===== config.mk =====
export PLATFORM = sky130hd
export DESIGN_NAME = operand_forward_buffer
export DESIGN_NICKNAME = d
export VERILOG_FILES = /design/src/rtl/operand_forward_buffer_pkg.sv /design/src/rtl/fwd_operand_resolve.sv /design/src/rtl/operand_forward_buffer.sv
export SDC_FILE = /design/constraint.sdc
export NUM_CORES = 1
export LEC_CHECK = 0
export CAP_MARGIN = 20
export CORE_AREA = 2 2 167 169
export CTS_CLUSTER_SIZE = 28
export DETAILED_ROUTE_END_ITERATION = 8
export DIE_AREA = 0 0 169 171
export GPL_TIMING_DRIVEN = 0
export PLACE_DENSITY = 0.67
export SYNTH_ARGS = -nofsm -noshare
export SYNTH_HDL_FRONTEND = slang
export SYNTH_SLANG_ARGS = --single-unit

===== constraint.sdc =====
create_clock -name clk -period 5.6 [get_ports clk]
set_clock_uncertainty 0.1 [all_clocks]
set_input_delay 0.84 -clock clk [delete_from_list [all_inputs] [get_ports clk]]
set_output_delay 0.84 -clock clk [all_outputs]
set_load 0.005 [all_outputs]

===== src/rtl/operand_forward_buffer_pkg.sv =====
// Shared constants and state encoding for the operand forwarding stage.
// Tag 0 is the "no dependency" marker throughout.
package operand_forward_buffer_pkg;

    localparam int DEF_ROB_ID_W = 5;
    localparam int DEF_DATA_W   = 32;

    localparam logic TRUE  = 1'b1;
    localparam logic FALSE = 1'b0;

    localparam logic [DEF_ROB_ID_W-1:0] ZERO_ROB = '0;

    typedef enum logic {
        ST_EMPTY = 1'b0,
        ST_HELD  = 1'b1
    } state_e;

endpackage


===== src/rtl/fwd_operand_resolve.sv =====
// Combinational (Q,V) resolution of one operand: ready tag, then lowest CDB hit, then ROB.
// Zero latency; no handshake.
module fwd_operand_resolve
    import operand_forward_buffer_pkg::*;
#(
    parameter int NUM_CDB  = 2,
    parameter int ROB_ID_W = DEF_ROB_ID_W,
    parameter int DATA_W   = DEF_DATA_W
) (
    input  logic [ROB_ID_W-1:0]         tag_i,
    input  logic [DATA_W-1:0]           val_i,
    input  logic                        rob_rdy_i,
    input  logic [DATA_W-1:0]           rob_val_i,
    input  logic [NUM_CDB-1:0]          cdb_valid_i,
    input  logic [NUM_CDB*ROB_ID_W-1:0] cdb_rob_id_i,
    input  logic [NUM_CDB*DATA_W-1:0]   cdb_result_i,
    output logic [ROB_ID_W-1:0]         q_o,
    output logic [DATA_W-1:0]           v_o
);

    localparam logic [ROB_ID_W-1:0] ZERO_TAG = ROB_ID_W'(ZERO_ROB);

    logic              hit;
    logic [DATA_W-1:0] hit_val;

    // Scan high to low so the lowest-index matching channel is the last writer.
    always_comb begin
        hit     = FALSE;
        hit_val = '0;
        for (int c = NUM_CDB - 1; c >= 0; c--) begin
            if (cdb_valid_i[c] && (cdb_rob_id_i[c*ROB_ID_W +: ROB_ID_W] == tag_i)) begin
                hit     = TRUE;
                hit_val = cdb_result_i[c*DATA_W +: DATA_W];
            end
        end
    end

    always_comb begin
        q_o = tag_i;
        v_o = val_i;
        if (tag_i == ZERO_TAG) begin
            q_o = ZERO_TAG;
            v_o = val_i;
        end else if (hit) begin
            q_o = ZERO_TAG;
            v_o = hit_val;
        end else if (rob_rdy_i) begin
            q_o = ZERO_TAG;
            v_o = rob_val_i;
        end
    end

endmodule


===== src/rtl/operand_forward_buffer.sv =====
// One-entry operand resolve/hold buffer between issue and dispatch; capture-to-out_valid 1 cycle.
// Backpressure: in_ready only when empty or draining; held entry snoops CDB while stalled.
// Optional OPERAND_FWD_SAME_CYCLE_EN passes held operands through the snoop mux combinationally.
module operand_forward_buffer
    import operand_forward_buffer_pkg::*;
#(
    parameter int NUM_SRC   = 2,
    parameter int NUM_CDB   = 2,
    parameter int ROB_ID_W  = DEF_ROB_ID_W,
    parameter int DATA_W    = DEF_DATA_W,
    parameter int PAYLOAD_W = 64
) (
    input  logic                        clk,
    input  logic                        rst,
    input  logic                        rdy,
    input  logic                        flush,
    input  logic                        in_valid,
    output logic                        in_ready,
    input  logic [PAYLOAD_W-1:0]        in_payload,
    input  logic [NUM_SRC*ROB_ID_W-1:0] reg_Q,
    input  logic [NUM_SRC*DATA_W-1:0]   reg_V,
    input  logic [NUM_SRC-1:0]          rob_Q_ready,
    input  logic [NUM_SRC*DATA_W-1:0]   rob_V,
    input  logic [NUM_CDB-1:0]          cdb_valid,
    input  logic [NUM_CDB*ROB_ID_W-1:0] cdb_rob_id,
    input  logic [NUM_CDB*DATA_W-1:0]   cdb_result,
    output logic                        out_valid,
    input  logic                        out_ready,
    output logic [NUM_SRC*ROB_ID_W-1:0] out_Q,
    output logic [NUM_SRC*DATA_W-1:0]   out_V,
    output logic                        out_all_ready,
    output logic [PAYLOAD_W-1:0]        out_payload
);

    state_e                      state_q, state_d;
    logic [NUM_SRC*ROB_ID_W-1:0] q_q, q_d;
    logic [NUM_SRC*DATA_W-1:0]   v_q, v_d;
    logic [PAYLOAD_W-1:0]        pay_q, pay_d;

    logic [NUM_SRC*ROB_ID_W-1:0] cap_q, snp_q;
    logic [NUM_SRC*DATA_W-1:0]   cap_v, snp_v;

    logic held, hs, cap;

    assign held      = (state_q == ST_HELD);
    assign out_valid = held;
    assign hs        = held && out_ready;
    assign in_ready  = rdy && (!held || hs);
    assign cap       = in_valid && in_ready && !flush;

    for (genvar s = 0; s < NUM_SRC; s++) begin : g_src
        fwd_operand_resolve #(
            .NUM_CDB (NUM_CDB),
            .ROB_ID_W(ROB_ID_W),
            .DATA_W  (DATA_W)
        ) u_cap (
            .tag_i       (reg_Q[s*ROB_ID_W +: ROB_ID_W]),
            .val_i       (reg_V[s*DATA_W +: DATA_W]),
            .rob_rdy_i   (rob_Q_ready[s]),
            .rob_val_i   (rob_V[s*DATA_W +: DATA_W]),
            .cdb_valid_i (cdb_valid),
            .cdb_rob_id_i(cdb_rob_id),
            .cdb_result_i(cdb_result),
            .q_o         (cap_q[s*ROB_ID_W +: ROB_ID_W]),
            .v_o         (cap_v[s*DATA_W +: DATA_W])
        );

        // The ROB already reported at capture time, so snoop only listens to the CDB.
        fwd_operand_resolve #(
            .NUM_CDB (NUM_CDB),
            .ROB_ID_W(ROB_ID_W),
            .DATA_W  (DATA_W)
        ) u_snp (
            .tag_i       (q_q[s*ROB_ID_W +: ROB_ID_W]),
            .val_i       (v_q[s*DATA_W +: DATA_W]),
            .rob_rdy_i   (FALSE),
            .rob_val_i   ({DATA_W{1'b0}}),
            .cdb_valid_i (cdb_valid),
            .cdb_rob_id_i(cdb_rob_id),
            .cdb_result_i(cdb_result),
            .q_o         (snp_q[s*ROB_ID_W +: ROB_ID_W]),
            .v_o         (snp_v[s*DATA_W +: DATA_W])
        );
    end

    always_comb begin
        state_d = state_q;
        q_d     = q_q;
        v_d     = v_q;
        pay_d   = pay_q;
        if (rdy) begin
            if (flush) begin
                state_d = ST_EMPTY;
            end else if (cap) begin
                state_d = ST_HELD;
                q_d     = cap_q;
                v_d     = cap_v;
                pay_d   = in_payload;
            end else if (hs) begin
                state_d = ST_EMPTY;
            end else if (held) begin
                q_d = snp_q;
                v_d = snp_v;
            end
        end
    end

    always_ff @(posedge clk or posedge rst) begin
        if (rst) begin
            state_q <= ST_EMPTY;
            q_q     <= '0;
            v_q     <= '0;
            pay_q   <= '0;
        end else begin
            state_q <= state_d;
            q_q     <= q_d;
            v_q     <= v_d;
            pay_q   <= pay_d;
        end
    end

`ifdef OPERAND_FWD_SAME_CYCLE_EN
    assign out_Q = snp_q;
    assign out_V = snp_v;
`else
    assign out_Q = q_q;
    assign out_V = v_q;
`endif
    assign out_payload = pay_q;

    always_comb begin
        out_all_ready = TRUE;
        for (int s = 0; s < NUM_SRC; s++) begin
            if (out_Q[s*ROB_ID_W +: ROB_ID_W] != '0) out_all_ready = FALSE;
        end
    end

endmodule


# After elaboration in Yosys (flattened, before gate mapping)
# Cells that the tools add are included.
[op_classes] eq_ne=11 reduce_logical=33 n_bitwise=1 mux=47
[op_table] cell="$mux W32" n=18
[op_table] cell="$mux W64" n=3
[op_table] cell="$mux W5" n=10
[op_table] cell="$eq A5 B5 Y1" n=8
[op_table] cell="$mux W10" n=3
[op_table] cell="$logic_not A5 Y1" n=4
[op_table] cell="$mux W1" n=13
[op_table] cell="$logic_and A1 B1 Y1" n=12
[op_table] cell="$reduce_and A6 Y1" n=2
[op_table] cell="$reduce_and A5 Y1" n=2
[op_table] cell="$reduce_bool A5 Y1" n=2
[op_table] cell="$reduce_bool A3 Y1" n=3
[op_table] cell="$reduce_bool A2 Y1" n=3
[op_table] cell="$ne A2 B2 Y1 const B" n=2
[op_table] cell="$reduce_and A3 Y1" n=1
[op_table] cell="$logic_not A1 Y1" n=2
[op_table] cell="$ne A2 B1 Y1 const B" n=1
[op_table] cell="$reduce_and A2 Y1" n=1
[op_table] cell="$logic_or A1 B1 Y1" n=1
[op_table] cell="$not A1 Y1" n=1
[word_totals] elab_cells=98 out_inout_bits=141 inputBits=286 reg_bits=139

# Longest topological paths before layout
[logic_depth] ltp_word=9 mapped_depth=9 depth_no_buf=6

# Hierarchy
# Synthesis repeated with hierarchy kept, for this count alone.
[unflattened] hier_cells=1395 area_unflattened_um2=12395.6
[by_module_without_submodules] module="operand_forward_buffer" area_each_um2=6570.1 seq_area_each_um2=3478.3 n_inst=1 cells_per_inst=495
[by_module_without_submodules] module="fwd_operand_resolve" area_each_um2=1456.4 seq_area_each_um2=0.0 n_inst=4 cells_per_inst=225

# Worst setup path after synthesis
# No wires, ideal clock.
[synth_path] path_type="in2reg" start="input cdb_rob_id[5]" end="register v_q[32], in the netlist out_V[32]" n_path_buf=3 arrival_ns=2.427 setup_time_ns=0.124 path_stages=9 setup_slack_ns=2.949 t_required_ns=5.376 cell_sequence="clkbuf_1 xnor2_1 nand4_1 or2_2 clkbuf_1 buf_2 o211ai_1 a21oi_1 a211o_1"
[synth_via] elab_chain_len=9 word_cells_on_any_way=21 classes_between="eq/ne (2); mux (15); reduce/logical (4)"
[synth_rtl] element="start, declared" line_no="operand_forward_buffer.sv:25" source="input logic [NUM_CDB*ROB_ID_W-1:0] cdb_rob_id,"
[synth_rtl] element="$eq A5 B5 Y1" line_no="fwd_operand_resolve.sv:31" source="if (cdb_valid_i[c] && (cdb_rob_id_i[c*ROB_ID_W +: ROB_ID_W] == tag_i)) begin"
[synth_rtl] element="$logic_and A1 B1 Y1" line_no="fwd_operand_resolve.sv:31"
[synth_rtl] element="$mux W32 (2 in series)" line_no="fwd_operand_resolve.sv:31"
[synth_rtl] element="$mux W32" line_no="fwd_operand_resolve.sv:44" source="end else if (hit) begin"
[synth_rtl] element="$mux W32" line_no="fwd_operand_resolve.sv:41" source="if (tag_i == ZERO_TAG) begin"
[synth_rtl] element="$mux W64" line_no="operand_forward_buffer.sv:101" source="end else if (held) begin"
[synth_rtl] element="$mux W64" line_no="operand_forward_buffer.sv:99" source="end else if (hs) begin"
[synth_rtl] element="$mux W64" line_no="operand_forward_buffer.sv:94" source="end else if (cap) begin"
[synth_rtl] element="end signal, assigned" line_no="operand_forward_buffer.sv:117" source="v_q <= v_d;"
[synth_rtl] element="end, declared" line_no="operand_forward_buffer.sv:37" source="logic [NUM_SRC*DATA_W-1:0] v_q, v_d;"
# Parallel ways exist; a longest one is shown, timed or not. The select of a mux whose other input is x is not followed.
# A chain may end at the register's enable or synchronous reset.

# Final worst setup path
[layout_path] start="input cdb_rob_id[7]" end="register v_q[5], in the netlist out_V[5]"
# The elaborated chain is that of the path after synthesis.

==> flow_summary.json <==
{
  "status": "finished clean",
  "yosys_most_used_dff": "sky130_fd_sc_hd__dfrtp_1",
  "final-instance-count-excl-fill": 1884,
  "die_height_um": 171,
  "worst_hold_path_type": "reg2reg",
  "placed_cells_incl_taps": 1847,
  "initial_core_util": 0.3295,
  "timing_hold_violations_final": 0,
  "total_power_uw": 4100,
  "p_leak_uw": 0.006058,
  "critical_path_buf_inv_count": 2,
  "yosysSeqAreaShare": 0.3864,
  "ys_types": 46,
  "grt_overflow": 0,
  "r2r_cell_count": 6,
  "drt.antenna.violating_nets": 0,
  "cap_violations": 0,
  "drt_pre_antenna_iters": 6,
  "post_drt_via_cell_ratio": 5.730,
  "die_area_um2": 28900,
  "min_delay_path_depth": 2,
  "clock_tree.buffer_depth": 2,
  "number_of_nets_produced_by_synthesis": 1362,
  "cpMaxStageDelayCell": "sky130_fd_sc_hd__a31oi_2",
  "cp_cell_sequence": "clkdlybuf4s50_1 > xor2_1 > nor4_1 > nand3_1 > a31oi_2 > clkbuf_1 > a31oi_1",
  "achievable-frequency_ghz": 0.2913,
  "detail_route.wirelength_um": 45460,
  "grt_start_max_net_pins": 87,
  "detailed_place.area_um2": 13710,
  "cts_tree": "built",
  "cts-buffers-inserted": 17,
  "synth_seq_cells": 139,
  "proportion_of_layout_cells_with_a_drive_suffix_above_1": 0.06262,
  "drt-initial-drc-count": 1259,
  "final_net_count": 1806,
  "dp_worst_setup_slack_ps": 1862,
  "critical_path.reg2reg.startpoint": "out_Q[2]",
  "min-delay-start": "out_payload[31]",
  "latest_clock_arrival_within_the_worst_skew_pair_ps": 430,
  "worst_reg2reg_path_endpoint": "out_V[5]",
  "antenna_found_initial": 4,
  "setup_slack_ps": 2167,
  "timing_worst_setup_path_type": "in2reg",
  "end_kind": "flop",
  "placement.io_buffers": 424,
  "grt_first_pass_wirelength_um": 65800,
  "rrSetupSlack_ps": 2720,
  "synth_top_area_frac": 0.3864,
  "clock_sink_count": 139,
  "synth-async-reset-ratio": 1.000,
  "postSynthAreaPerCell_um2": 8.367,
  "powerDensity_nw_per_um2": 285.6,
  "holdBufCountCts": 0,
  "rsz0062_at_grt": "no",
  "synthesized_area_um2": 9002,
  "wl_per_cell_um": 24.13,
  "yosys_warnings": 0,
  "worst_ep_arrival_time_ps": 3600,
  "finalWeightedCongestion": 0.9327,
  "post-route-drc-count": 0,
  "synth_top_cells_by_area": "sky130_fd_sc_hd__dfrtp_1 (39%), sky130_fd_sc_hd__nand2_1 (8.9%), sky130_fd_sc_hd__o211ai_1 (5.1%)",
  "critPathMaxStageDelay_ps": 680,
  "num_vias": 10800,
  "final_area_um2": 14360,
  "cts.clk_slew.worst_paths_ps": 70,
  "crit_family": "buffers and inverters",
  "cp_data_required_time_ps": 5760,
  "placement_rows": 61,
  "flow.area_growth_from_synthesis_pct": 59.46,
  "clock_tree.root_cell": "sky130_fd_sc_hd__clkbuf_16",
  "cts_htree_levels": 4,
  "hold_path_end": "out_payload[31]",
  "finalSetupViolCount": 0,
  "die_w_um": 169,
  "dp_hpwl_um": 34310,
  "worstSetupStartpointType": "input pin",
  "synthesis.instances": 1076,
  "max_slew.worst_pin.slew_ps": 896.7,
  "postCtsSetupBuffers": 0,
  "fp.coreArea_um2": 27320,
  "maxSlewHeadroom": 0.4022,
  "cts.repair.resized": 0,
  "final_period_minus_worst_setup_slack_ps": 3433,
  "design.portCount": 427,
  "grt_pass1_vias": 10370,
  "vdd_ir_drop_max_mv": 0.1525,
  "finalCritPeriodShare": 0.6131,
  "slew_viol_final": 0,
  "layout_commonest_cell": "sky130_fd_sc_hd__clkdlybuf4s50_1",
  "final_cell_mix": "sky130_fd_sc_hd__clkdlybuf4s50_1 (424), sky130_fd_sc_hd__nand2_1 (214), sky130_fd_sc_hd__dfrtp_1 (139), sky130_fd_sc_hd__nor2_1 (69)",
  "groute.usage.overall": 0.3035,
  "worst-path-max-fanout": 10,
  "yosys.area.top_type": "sky130_fd_sc_hd__dfrtp_1",
  "synth_edf_count": 0
}
## area by class of cell
class | instances | area [um2]
fillers | 2578 | 12970
multi-input cells | 837 | 5102
repair buffers | 425 | 4272
flip-flops and latches | 139 | 3478
well taps | 346 | 432.9
clock buffers | 17 | 425.4
plain buffers | 99 | 417.9
clock inverters | 15 | 205.2
diodes | 5 | 12.51
inverters | 1 | 8.758
## worst reg2reg max path: stages (launching register included)
cell                       delay, ps
sky130_fd_sc_hd__dfrtp_1         460
sky130_fd_sc_hd__xor2_1          180
sky130_fd_sc_hd__nor4_1          280
sky130_fd_sc_hd__nand3_1         280
sky130_fd_sc_hd__a31oi_2         680
sky130_fd_sc_hd__clkbuf_1        550
sky130_fd_sc_hd__a31oi_1         200
## report_power, final
group          internal, uW  switching (uW)  leakage [uW]
combinational           829             589       0.00404
sequential             1230             179       0.00171
clock                   722             548      0.000308
## worst max path at each step
stage,start,end,slack [ps],depth (start not counted)
6_report,cdb_rob_id[7],out_V[5],2170,7
5_1_grt,rdy,out_V[5],2090,8
3_3_place_gp,rst,out_payload[63],-1470,2
2_1_floorplan,rst,out_Q[0],940,1
4_1_cts,cdb_rob_id[7],out_V[5],2270,7
3_5_place_dp,cdb_rob_id[7],out_V[9],1860,7
## kinds of logic (layout without fill, tap and decap cells)
logic type                count (synthesis)  count (layout)  synth area share
AOI/OAI and AO/OA                       431             431            0.3394
and+or+nand+nor                         332             332            0.1507
xor gates and xnor gates                 40              40           0.03892
DFF                                     139             139            0.3864
muxes                                    34              34           0.03780
other                                     0               5                 0
buffers and inverters                   100             557           0.04684
## flip-flops by register name, indices dropped and copies added, names as in the netlist
name and flops:
out_payload 64, out_valid 1, out_Q 10, out_V 64
## cells in the mapped netlist (2+ instances only)
cell type                  instances
sky130_fd_sc_hd__o21ai_0          67
sky130_fd_sc_hd__nand4_1           6
sky130_fd_sc_hd__a31oi_1          33
sky130_fd_sc_hd__xor2_1           12
sky130_fd_sc_hd__and4_1            2
sky130_fd_sc_hd__clkbuf_1         67
sky130_fd_sc_hd__a21o_1           31
sky130_fd_sc_hd__buf_6             2
sky130_fd_sc_hd__a211o_1          29
sky130_fd_sc_hd__nand2_1         214
sky130_fd_sc_hd__nor2_1           69
sky130_fd_sc_hd__dfrtp_1         139
sky130_fd_sc_hd__or2_2             2
sky130_fd_sc_hd__and3_1            2
sky130_fd_sc_hd__and2_1            8
sky130_fd_sc_hd__nor3_1           17
sky130_fd_sc_hd__o221a_2          30
sky130_fd_sc_hd__mux2i_1          34
sky130_fd_sc_hd__buf_1             7
sky130_fd_sc_hd__o21bai_1         30
sky130_fd_sc_hd__a221o_1           3
sky130_fd_sc_hd__a211oi_1          3
sky130_fd_sc_hd__nor2b_1           2
sky130_fd_sc_hd__a21oi_1          65
sky130_fd_sc_hd__nand3_1           3
sky130_fd_sc_hd__a22oi_1          59
sky130_fd_sc_hd__nor4_1            2
sky130_fd_sc_hd__o211ai_1         61
sky130_fd_sc_hd__buf_2            22
sky130_fd_sc_hd__xnor2_1          28
sky130_fd_sc_hd__a22o_1           11
sky130_fd_sc_hd__a32oi_1           2
## metrics by stage
step	hold slack (ps)	utilization	TNS, ps
floorplan	369.7	-	0
global route	393.2	0.5252	0
detailed placement	362.5	0.5018	0
finish	373.2	0.5254	0
global placement	357.8	0.5006	-203220
CTS	378.9	0.5249	0
## per-layer routing
| layer | part of all wire | up-vias | GRT usage |
|---|---|---|---|
| li1 | - | 4852 | - |
| met1 | 0.42 | 5204 | 0.4127 |
| met2 | 0.46 | 643 | 0.4822 |
| met3 | 0.090 | 97 | 0.06269 |
| met4 | 0.029 | 0 | 0.1018 |
| met5 | 0 | - | 0 |
Power figures use the tool's default switching activity.
